===== src/rtl/tdc_readout_if.sv =====
// Bundles the merge-stage capture inputs and the UART/status outputs of tdc_readout.
// The master side drives din/done/clr_ovf and the slave side (the readout) drives the rest.
interface tdc_readout_if #(
  parameter int DATA_W = 24,
  parameter int DEPTH  = 16
);
  logic [DATA_W-1:0]      din;
  logic                   done;
  logic                   clr_ovf;
  logic                   tx;
  logic                   busy;
  logic [$clog2(DEPTH):0] fifo_count;
  logic                   overflow;

  modport master (output din, done, clr_ovf, input tx, busy, fifo_count, overflow);
  modport slave  (input din, done, clr_ovf, output tx, busy, fifo_count, overflow);
endinterface


===== src/rtl/tdc_readout.sv =====
// TDC readout: captures merged words on the rising edge of done into a FIFO and ships
// them MSB-byte-first over UART 8N1. Define READOUT_HEADER_EN to prefix each word with 0xA5.
module tdc_readout #(
  parameter int DATA_W       = 24,
  parameter int DEPTH        = 16,
  parameter int CLKS_PER_BIT = 868
) (
  input  logic         clk,
  input  logic         irst_n,
  tdc_readout_if.slave bus
);
  localparam int NB = (DATA_W + 7) / 8;
  localparam int WW = 8 * NB;
`ifdef READOUT_HEADER_EN
  localparam int NBT = NB + 1;
`else
  localparam int NBT = NB;
`endif
  localparam int AW = $clog2(DEPTH);
  localparam int CW = AW + 1;
  localparam int BW = $clog2(CLKS_PER_BIT);
  localparam int IW = $clog2(NBT) + 1;

  typedef enum logic [1:0] {IDLE = 2'd0, START = 2'd1, DATA = 2'd2, STOP = 2'd3} state_e;

  state_e          state_q, state_d;
  logic [BW-1:0]   baud_q, baud_d;
  logic [2:0]      bit_q, bit_d;
  logic [IW-1:0]   idx_q, idx_d;
  logic [WW-1:0]   word_q, word_d;
  logic [AW-1:0]   wptr_q, wptr_d, rptr_q, rptr_d;
  logic [CW-1:0]   count_q, count_d;
  logic            done_q, done_d;
  logic            ovf_q, ovf_d;
  logic            tx_q, tx_d;
  logic            busy_q, busy_d;
  logic [DATA_W-1:0] mem_q [DEPTH];

  logic       push_s, pop_s, accept_s, drop_s, baud_end_s;
  logic [7:0] cur_byte_s;

  // Byte idx of the current frame; with the header enabled, idx 0 is the sync byte.
  function automatic logic [7:0] byte_sel(input logic [WW-1:0] w, input logic [IW-1:0] idx);
    logic [7:0] res;
    int         pos;
`ifdef READOUT_HEADER_EN
    if (idx == IW'(0)) begin
      res = 8'hA5;
    end else begin
      pos = NB - int'(idx);
      res = w[8*pos +: 8];
    end
`else
    pos = NB - 1 - int'(idx);
    res = w[8*pos +: 8];
`endif
    return res;
  endfunction

  // Capture edge detect and FIFO bookkeeping.
  always_comb begin
    done_d     = bus.done;
    push_s     = bus.done & ~done_q;
    pop_s      = (state_q == IDLE) && (count_q != CW'(0));
    accept_s   = push_s && ((count_q < CW'(DEPTH)) || pop_s);
    drop_s     = push_s && !accept_s;
    wptr_d     = accept_s ? (wptr_q + AW'(1)) : wptr_q;
    rptr_d     = pop_s ? (rptr_q + AW'(1)) : rptr_q;
    case ({accept_s, pop_s})
      2'b10:   count_d = count_q + CW'(1);
      2'b01:   count_d = count_q - CW'(1);
      default: count_d = count_q;
    endcase
    if (drop_s) begin
      ovf_d = 1'b1;
    end else if (bus.clr_ovf) begin
      ovf_d = 1'b0;
    end else begin
      ovf_d = ovf_q;
    end
  end

  // UART transmit FSM; tx and busy are computed from next-state values so they register in step.
  always_comb begin
    baud_end_s = (baud_q == BW'(CLKS_PER_BIT - 1));
    state_d    = state_q;
    baud_d     = baud_end_s ? {BW{1'b0}} : (baud_q + BW'(1));
    bit_d      = bit_q;
    idx_d      = idx_q;
    word_d     = word_q;
    case (state_q)
      IDLE: begin
        baud_d = {BW{1'b0}};
        if (pop_s) begin
          word_d  = WW'(mem_q[rptr_q]);
          idx_d   = {IW{1'b0}};
          state_d = START;
        end else begin
          state_d = IDLE;
        end
      end
      START: begin
        if (baud_end_s) begin
          bit_d   = 3'd0;
          state_d = DATA;
        end else begin
          state_d = START;
        end
      end
      DATA: begin
        if (baud_end_s && (bit_q == 3'd7)) begin
          state_d = STOP;
        end else if (baud_end_s) begin
          bit_d = bit_q + 3'd1;
        end else begin
          state_d = DATA;
        end
      end
      STOP: begin
        if (baud_end_s && (idx_q < IW'(NBT - 1))) begin
          idx_d   = idx_q + IW'(1);
          state_d = START;
        end else if (baud_end_s) begin
          state_d = IDLE;
        end else begin
          state_d = STOP;
        end
      end
      default: begin
        state_d = IDLE;
        baud_d  = {BW{1'b0}};
      end
    endcase
    cur_byte_s = byte_sel(word_d, idx_d);
    case (state_d)
      START:   tx_d = 1'b0;
      DATA:    tx_d = cur_byte_s[bit_d];
      default: tx_d = 1'b1;
    endcase
    busy_d = (state_d != IDLE) || (count_d != CW'(0));
  end

  // State and status registers.
  always_ff @(posedge clk or negedge irst_n) begin
    if (!irst_n) begin
      state_q <= IDLE;
      baud_q  <= {BW{1'b0}};
      bit_q   <= 3'd0;
      idx_q   <= {IW{1'b0}};
      word_q  <= {WW{1'b0}};
      wptr_q  <= {AW{1'b0}};
      rptr_q  <= {AW{1'b0}};
      count_q <= {CW{1'b0}};
      done_q  <= 1'b0;
      ovf_q   <= 1'b0;
      tx_q    <= 1'b1;
      busy_q  <= 1'b0;
    end else begin
      state_q <= state_d;
      baud_q  <= baud_d;
      bit_q   <= bit_d;
      idx_q   <= idx_d;
      word_q  <= word_d;
      wptr_q  <= wptr_d;
      rptr_q  <= rptr_d;
      count_q <= count_d;
      done_q  <= done_d;
      ovf_q   <= ovf_d;
      tx_q    <= tx_d;
      busy_q  <= busy_d;
    end
  end

  // FIFO storage; contents need no reset since the pointers and count gate every read.
  always_ff @(posedge clk) begin
    if (accept_s) begin
      mem_q[wptr_q] <= bus.din;
    end
  end

  assign bus.tx         = tx_q;
  assign bus.busy       = busy_q;
  assign bus.fifo_count = count_q;
  assign bus.overflow   = ovf_q;
endmodule


===== src/flat_wrapper.sv =====
// flat-port wrapper written by rule: the top's interface ports become plain ports
module tdc_readout_flat 
#(
  parameter int DATA_W       = 24,
  parameter int DEPTH        = 16,
  parameter int CLKS_PER_BIT = 868
)
  (clk, irst_n, bus_din, bus_done, bus_clr_ovf, bus_tx, bus_busy, bus_fifo_count, bus_overflow);
  tdc_readout_if #(.DATA_W(DATA_W), .DEPTH(DEPTH)) bus_i ();
  input  logic clk;
  input  logic irst_n;
  input wire logic [$bits(bus_i.din)-1:0] bus_din;
  input wire logic [$bits(bus_i.done)-1:0] bus_done;
  input wire logic [$bits(bus_i.clr_ovf)-1:0] bus_clr_ovf;
  output wire logic [$bits(bus_i.tx)-1:0] bus_tx;
  output wire logic [$bits(bus_i.busy)-1:0] bus_busy;
  output wire logic [$bits(bus_i.fifo_count)-1:0] bus_fifo_count;
  output wire logic [$bits(bus_i.overflow)-1:0] bus_overflow;
  assign bus_i.din = bus_din;
  assign bus_i.done = bus_done;
  assign bus_i.clr_ovf = bus_clr_ovf;
  assign bus_tx = bus_i.tx;
  assign bus_busy = bus_i.busy;
  assign bus_fifo_count = bus_i.fifo_count;
  assign bus_overflow = bus_i.overflow;
  tdc_readout #(.DATA_W(DATA_W), .DEPTH(DEPTH), .CLKS_PER_BIT(CLKS_PER_BIT)) u_core (.clk(clk), .irst_n(irst_n), .bus(bus_i));
endmodule

===== config.mk =====
export PLATFORM = sky130hd
export DESIGN_NAME = tdc_readout_flat
export DESIGN_NICKNAME = d
export VERILOG_FILES = /design/src/rtl/tdc_readout_if.sv /design/src/rtl/tdc_readout.sv /design/src/flat_wrapper.sv
export SDC_FILE = /design/constraint.sdc
export NUM_CORES = 1
export LEC_CHECK = 0
export BUFFER_PORTS_ARGS = -buffer_cell sky130_fd_sc_hd__buf_2
export CAP_MARGIN = 20
export CELL_PAD_IN_SITES_DETAIL_PLACEMENT = 0
export CELL_PAD_IN_SITES_GLOBAL_PLACEMENT = 1
export CORE_MARGIN = 10
export CORE_UTILIZATION = 45
export CTS_BUF_LIST = sky130_fd_sc_hd__clkbuf_2 sky130_fd_sc_hd__clkbuf_4 sky130_fd_sc_hd__clkbuf_8
export CTS_CLUSTER_DIAMETER = 50
export DETAILED_ROUTE_END_ITERATION = 12
export MAX_ROUTING_LAYER = met4
export PLACE_DENSITY_LB_ADDON = 0.2
export SYNTH_ARGS = -nofsm -noshare
export SYNTH_HDL_FRONTEND = slang
export SYNTH_SLANG_ARGS = --single-unit

===== constraint.sdc =====
create_clock -name clk -period 3.4 [get_ports clk]
set_input_delay 0.51 -clock clk [delete_from_list [all_inputs] [get_ports clk]]
set_output_delay 0.51 -clock clk [all_outputs]
set_load 0.1 [all_outputs]

### Word level (Yosys, flattened, before mapping)

Memory sizes are Yosys's and may differ from the RTL's.
Cells that the tools add are included.

| cells by class | value |
|---|---|
| bitwise logic cells | 2 |
| add/subtract/negate cells | 8 |
| mux-type cells | 26 |
| shift operators | 1 |
| magnitude comparators | 3 |
| reductions and logical operators | 13 |
| equality and inequality tests | 9 |

Operator list:

| cell | number |
|---|---|
| two-way mux 24 bit | 2 |
| indexed part select 24 x 32 -> 8 bit | 1 |
| two-way mux 10 bit | 2 |
| two-way mux 3 bit | 5 |
| one-hot mux 3 bit (2 select lines) | 2 |
| adder 10 x 1 -> 10 bit, second input constant | 1 |
| equality test 10 bit, second input constant | 1 |
| two-way mux 2 bit | 5 |
| one-hot mux 5 bit (2 select lines) | 1 |
| nonzero test 5 bit | 2 |
| adder 4 x 1 -> 4 bit, second input constant | 2 |
| equality test 2 bit, second input constant | 4 |
| one-hot mux 2 bit (4 select lines) | 1 |
| adder 3 x 1 -> 3 bit, second input constant | 2 |
| equality test 2 x 1 -> 1 bit, second input constant | 3 |
| two-way mux 1 bit | 6 |
| adder 5 x 1 -> 5 bit, second input constant | 1 |
| logical AND 1 bit | 5 |
| < comparator 5 bit, second input constant | 1 |
| subtractor 5 x 1 -> 5 bit, second input constant | 1 |
| < comparator 3 x 4 -> 1 bit, second input constant | 1 |
| nonzero test 2 bit | 2 |
| subtractor 2 x 3 -> 4 bit, first input constant | 1 |
| binary-select mux 1 bit (select 3 bit) | 1 |
| 8 further kinds | 9 |

| word-level totals | value |
|---|---|
| input bits | 28 |
| bits in writable memories | 384 |
| flip-flop bits (word level) | 59 |
| memories kept | 1 |

Memories:

| name | words | bits a word | rd ports | clocked after Yosys merged registers in | write ports | RTL line | RTL |
|---|---|---|---|---|---|---|---|
| u_core.mem_q | 16 | 24 | 1 | 0 | 1 | tdc_readout.sv:37 | `logic [DATA_W-1:0] mem_q [DEPTH];` |

### Depth between registers and ports, before layout

| depth | value |
|---|---|
| depth in word-level cells | 9 |
| mapped depth | 16 |

### Worst setup path before layout

OpenSTA, ideal clock, no wires.

| path | value |
|---|---|
| path type | reg2reg |
| from | reg u_core.count_q[1], in the netlist u_core.bus.fifo_count[1] |
| to | reg u_core.busy_q, in the netlist u_core.bus.busy |
| stages on the path, launching flop included | 13 |
| path buffers | 1 |
| data required time | 3.262 ns |
| slack | -0.446 ns |
| clock period less this slack | 3.846 ns |
| arrival | 3.707 ns |
| cells stage by stage | dfrtp_1 -> or4_4 -> o21ai_4 -> inv_2 -> clkbuf_1 -> ha_1 -> ha_1 -> a21o_1 -> a21oi_1 -> xnor2_1 -> nor2_1 -> xor2_1 -> or4_1 |

| on the way | value |
|---|---|
| word-level cells in the longest chain between the ends | 8 |

Ends and longest elaborated chain:

| item | RTL line | RTL |
|---|---|---|
| start: declaration | tdc_readout.sv:32 | `logic [CW-1:0] count_q, count_d;` |
| start signal: assignment | tdc_readout.sv:153 | `count_q <= {CW{1'b0}};` |
| start signal: assignment | tdc_readout.sv:166 | `count_q <= count_d;` |
| nonzero test 5 bit (*) | tdc_readout.sv:64 | `pop_s = (state_q == IDLE) && (count_q != CW'(0));` |
| logical AND 1 bit (*) | tdc_readout.sv:64 |  |
| via u_core.pop_s | tdc_readout.sv:39 | `logic push_s, pop_s, accept_s, drop_s, baud_end_s;` |
| logical OR 1 bit | tdc_readout.sv:65 | `accept_s = push_s && ((count_q < CW'(DEPTH)) \|\| pop_s);` |
| logical AND 1 bit | tdc_readout.sv:65 |  |
| equality test 2 x 1 -> 1 bit or equality test 2 bit (tied branches) | tdc_readout.sv:69 | `case ({accept_s, pop_s})` |
| one-hot mux 5 bit (2 select lines) (*) | tdc_readout.sv:69 |  |
| via u_core.count_d[4] | tdc_readout.sv:32 |  |
| nonzero test 5 bit (*) | tdc_readout.sv:140 | `busy_d = (state_d != IDLE) \|\| (count_d != CW'(0));` |
| logical OR 1 bit (*) | tdc_readout.sv:140 |  |
| via u_core.busy_d | tdc_readout.sv:36 | `logic busy_q, busy_d;` |
| end signal: assignment | tdc_readout.sv:170 | `busy_q <= busy_d;` |
| end: declaration | tdc_readout.sv:36 |  |

The timed path passes the listed nets; every way through them passes the cells marked *.
A chain may end at the register's enable or synchronous reset.

### Worst setup path in the final report

| path | value |
|---|---|
| from | reg u_core.baud_q[4] |
| to | reg u_core.tx_q, in the netlist u_core.bus.tx |

| on the way | value |
|---|---|
| word-level cells in the longest chain between the ends | 9 |

Ends and longest elaborated chain:

| item | RTL line | RTL |
|---|---|---|
| start: declaration | tdc_readout.sv:27 | `logic [BW-1:0] baud_q, baud_d;` |
| start signal: assignment | tdc_readout.sv:147 | `baud_q <= {BW{1'b0}};` |
| start signal: assignment | tdc_readout.sv:160 | `baud_q <= baud_d;` |
| equality test 10 bit | tdc_readout.sv:85 | `baud_end_s = (baud_q == BW'(CLKS_PER_BIT - 1));` |
| logical AND 1 bit | tdc_readout.sv:120 | `if (baud_end_s && (idx_q < IW'(NBT - 1))) begin` |
| two-way mux 3 bit | tdc_readout.sv:120 |  |
| one-hot mux 3 bit (2 select lines) | tdc_readout.sv:91 | `case (state_q)` |
| via u_core.idx_d[0] | tdc_readout.sv:29 | `logic [IW-1:0] idx_q, idx_d;` |
| subtractor 2 x 3 -> 4 bit | tdc_readout.sv:54 | `pos = NB - 1 - int'(idx);` |
| indexed part select 24 x 32 -> 8 bit | tdc_readout.sv:55 | `res = w[8*pos +: 8];` |
| binary-select mux 1 bit (select 3 bit) | tdc_readout.sv:137 | `DATA: tx_d = cur_byte_s[bit_d];` |
| two-way mux 1 bit (not written as such) | tdc_readout.sv:137 |  |
| one-hot mux 1 bit (2 select lines) | tdc_readout.sv:135 | `case (state_d)` |
| via u_core.tx_d | tdc_readout.sv:35 | `logic tx_q, tx_d;` |
| end signal: assignment | tdc_readout.sv:169 | `tx_q <= tx_d;` |
| end: declaration | tdc_readout.sv:35 |  |

The timed path passes the listed nets, and every way through them passes these cells. The select of a mux whose other input is x is not followed.

==> run summary <==
Status: completed
Worst Setup Start Kind: flip-flop
Largest cells by area after synthesis: edfxtp_1 64%, mux4_2 9.6%, dfrtp_1 8.1%
Core area: 39000 um^2
Root Buffer: clkbuf_8
Starting density of the core: 0.459
Reg2reg path depth: 11
VDD IR max: 0.000476 V
CTS tree: done
Critical Path Max Stage Delay: 0.59 ns
Proportion of layout cells with a drive suffix above 1: 0.291
Routed WL: 41.8 mm
Worst hold-check path type: in -> async
Die area: 48100 um^2
CTS H-tree lvls: 3
Routability Congestion: 0.800
Mapped Nets: 1028
Top_reg_cell synth: edfxtp_1
GRT Resource Usage Total: 0.184
Asr flop ratio synth: 0.133
Period minus WS final: 3.21 ns
Simple-gate share of the synthesized area: 0.0488
Remaining global-route overflow: 0
Final Hold Fails: 0
Vias: 9382
Vias/cell: 5.61
Final setup margin: 0.194 ns
Rel. slew slack: 0.378
Pwr per Cell Area: 819 nW/um^2
Pre-antenna DRT Iters: 7
Final Max Slew Viols: 0
Clock Path Buffers: 3
Register area share after synthesis: 0.727
Xor/xnor share of the synthesized area: 0.00930
Clock-pin slew on the worst setup and hold paths: 0.06 ns
Adder-Cell Fraction of Synth Area: 0.0151
Ratio of final minimum period to clock period: 0.943
Vias in the first global route: 9815
Antenna Nets Post-Route: 0
TritonCTS Buffers: 76
Seq cells post-synth: 443
Residual DRC: 0
Achievable Freq: 0.312 GHz
EDFF count, synth: 384
Number of top-level pins: 36
Port Buffers: 35
Mux cell area share after synthesis: 0.130
Hpwl dp: 24.1 mm
Top-area cell type share of the netlist area: 0.644
Max-Cap Viols: 0
Compound-Gate Fraction of Synth Area: 0.0492
Fin util: 0.530
Setup violators final: 0
Setup_tns: 0 ns
Synth Instances: 979
CP max stage cell: or4_1
Die height: 219 um
Post-Syn Area: 17900 um^2
Largest family of logic cells by synthesized area: multiplexers
Yosys warnings: 0
Cells along the critical path: or4_1 > o311a_1 > a211o_1 > ha_4 > inv_1 > nor3_1 > a31oi_1 > nand4_1 > a31oi_1 > a32o_1 > a311o_1
Worst-Skew Late Latency: 0.63 ns
Setup skew after layout: 0.0331 ns
Arrival @ worst endpoint: 3.73 ns
Initial DRC Count: 705
Row count: 72
Post-CTS setup buffers: 0
Post-synth top area cell: edfxtp_1
Synth cell types: 75
# clock sinks: 443
CP required: 3.93 ns
Final #Nets: 1148
FILL cells: 3093
Die W: 219 um
Most frequent CP cell: a31oi_1
Initial antenna violation count: 2
Routed length per placed instance: 25.0 um
Pleak: 7.15 nW
Pre-CTS WS: 0.104 ns
Slew @ Worst Pin: 0.933 ns
Worst setup EP type: flip-flop
Post-Syn Area per Cell: 18.3 um^2
CP Max Fanout: 7
Critical setup path kind: reg -> reg
RSZ-0062 raised after global routing: no
Largest net degree at the start of global routing: 47
Area added between synthesis and finish: 15.5%
First-pass GRT wire length: 63.2 mm
[Yosys cell counts, types with 15 or more instances]
master    instances
dfrtp_1          58
nand2_1          45
ha_1             20
buf_2            15
clkbuf_1         18
edfxtp_1        384
mux2i_1          52
mux4_2           76
nor2_1           25
inv_1            23
and2_1           18
[power by group]
part	leakage, nW	internal, W	switching (W)	total (W)
logic	2.16	0.00222	0.00311	0.00534
clock network	0.811	0.00278	0.00209	0.00487
registers	4.18	0.00642	0.000305	0.00672
total	7.15	0.0114	0.00551	0.0169
[through the flow]
step           instances  cell area, um^2  hold slack, ns  power, W
2_1_floorplan        979            18000           0.214    0.0106
4_1_cts             1671            20700          0.0365    0.0171
3_3_place_gp        1538            19100           0.456    0.0122
5_1_grt             1673            20700          0.0738    0.0178
3_5_place_dp        1538            19100           0.464    0.0122
6_report            1673            20700          0.0411    0.0169
[routing by layer]
layer | wire length [um] | vias to the layer above | global-route usage
met5 | 0 | - | -
met4 | 754 | 0 | 0.0577
met3 | 1940 | 63 | 0.0358
met2 | 20400 | 224 | 0.283
met1 | 18700 | 4909 | 0.243
li1 | - | 4186 | -
[final timing paths]
check / slack (ns) / to / startpoint
setup reg to reg: 0.19 / u_core.bus.tx / u_core.baud_q[4]
hold / removal: 0.04 / u_core.bus.busy / irst_n
min in group clk: 0.11 / u_core.bus.overflow / bus_clr_ovf
max in group asynchronous: 2.54 / u_core.baud_q[3] / irst_n
hold reg to reg: 0.47 / u_core.word_q[14] / u_core.word_q[14]
setup / recovery: 0.19 / u_core.bus.tx / u_core.baud_q[4]
[flip-flops by register name, indices dropped and copies added, names as in the netlist]
signal                 count
u_core.idx_q               3
u_core.baud_q             10
u_core.bus.busy            1
u_core.bus.fifo_count      5
u_core.mem_q             384
u_core.bus.overflow        1
u_core.bus.tx              1
u_core.bit_q               3
u_core.word_q             24
u_core.done_q              1
u_core.wptr_q              4
u_core.rptr_q              4
u_core.state_q             2
[area by class of cell]
type,count,area (um^2),area share
diodes,2,5.00,0.000242
clock buffers,109,1310,0.0632
clock inverters,23,235,0.0114
inverters,25,93.8,0.00454
multi-input cells,461,4580,0.222
flip-flops and latches,443,13000,0.630
well taps,518,648,0.0313
repair buffers,92,781,0.0378
[repair_timing]
| item | 4_1_cts | 5_1_grt |
|---|---|---|
| hold buffers | 1 | 0 |
| gates resized for setup | 0 | 3 |
| endpoints found under the hold margin | 1 | 0 |
| setup endpoints to repair | 0 | 1 |
[cells in the final DEF (no fill, tap or decap), types with 7 or more instances in the layout]
cell	n
dfrtp_1	52
a21o_1	7
o211ai_1	9
o21ai_0	13
ha_1	17
mux4_2	76
nor3_1	13
clkbuf_4	31
clkinv_1	10
and2_2	16
a22oi_1	11
buf_2	35
a211oi_1	7
inv_1	22
xnor2_1	13
o22ai_1	12
nor2_1	25
buf_12	14
edfxtp_1	384
o31ai_1	8
nand3_1	10
mux2_2	8
clkbuf_8	78
nand2_1	45
o21ai_1	8
mux2i_1	52
buf_4	42
[worst max-delay path: cells and delay by family (launching register included)]
kind            cells  cell delay (ns)
compound gates      6             1.39
simple gates        3             0.89
flops               1             0.38
fa+ha+maj           1             0.35
buf+inv             1             0.11
[cell families after synthesis]
| kind of cell | count (synthesis) |
|---|---|
| compound gates | 122 |
| fa+ha+maj | 21 |
| flops | 443 |
| simple gates | 163 |
| buf+inv | 75 |
| mux | 136 |
| xor+xnor | 19 |
Power figures use the tool's default switching activity.
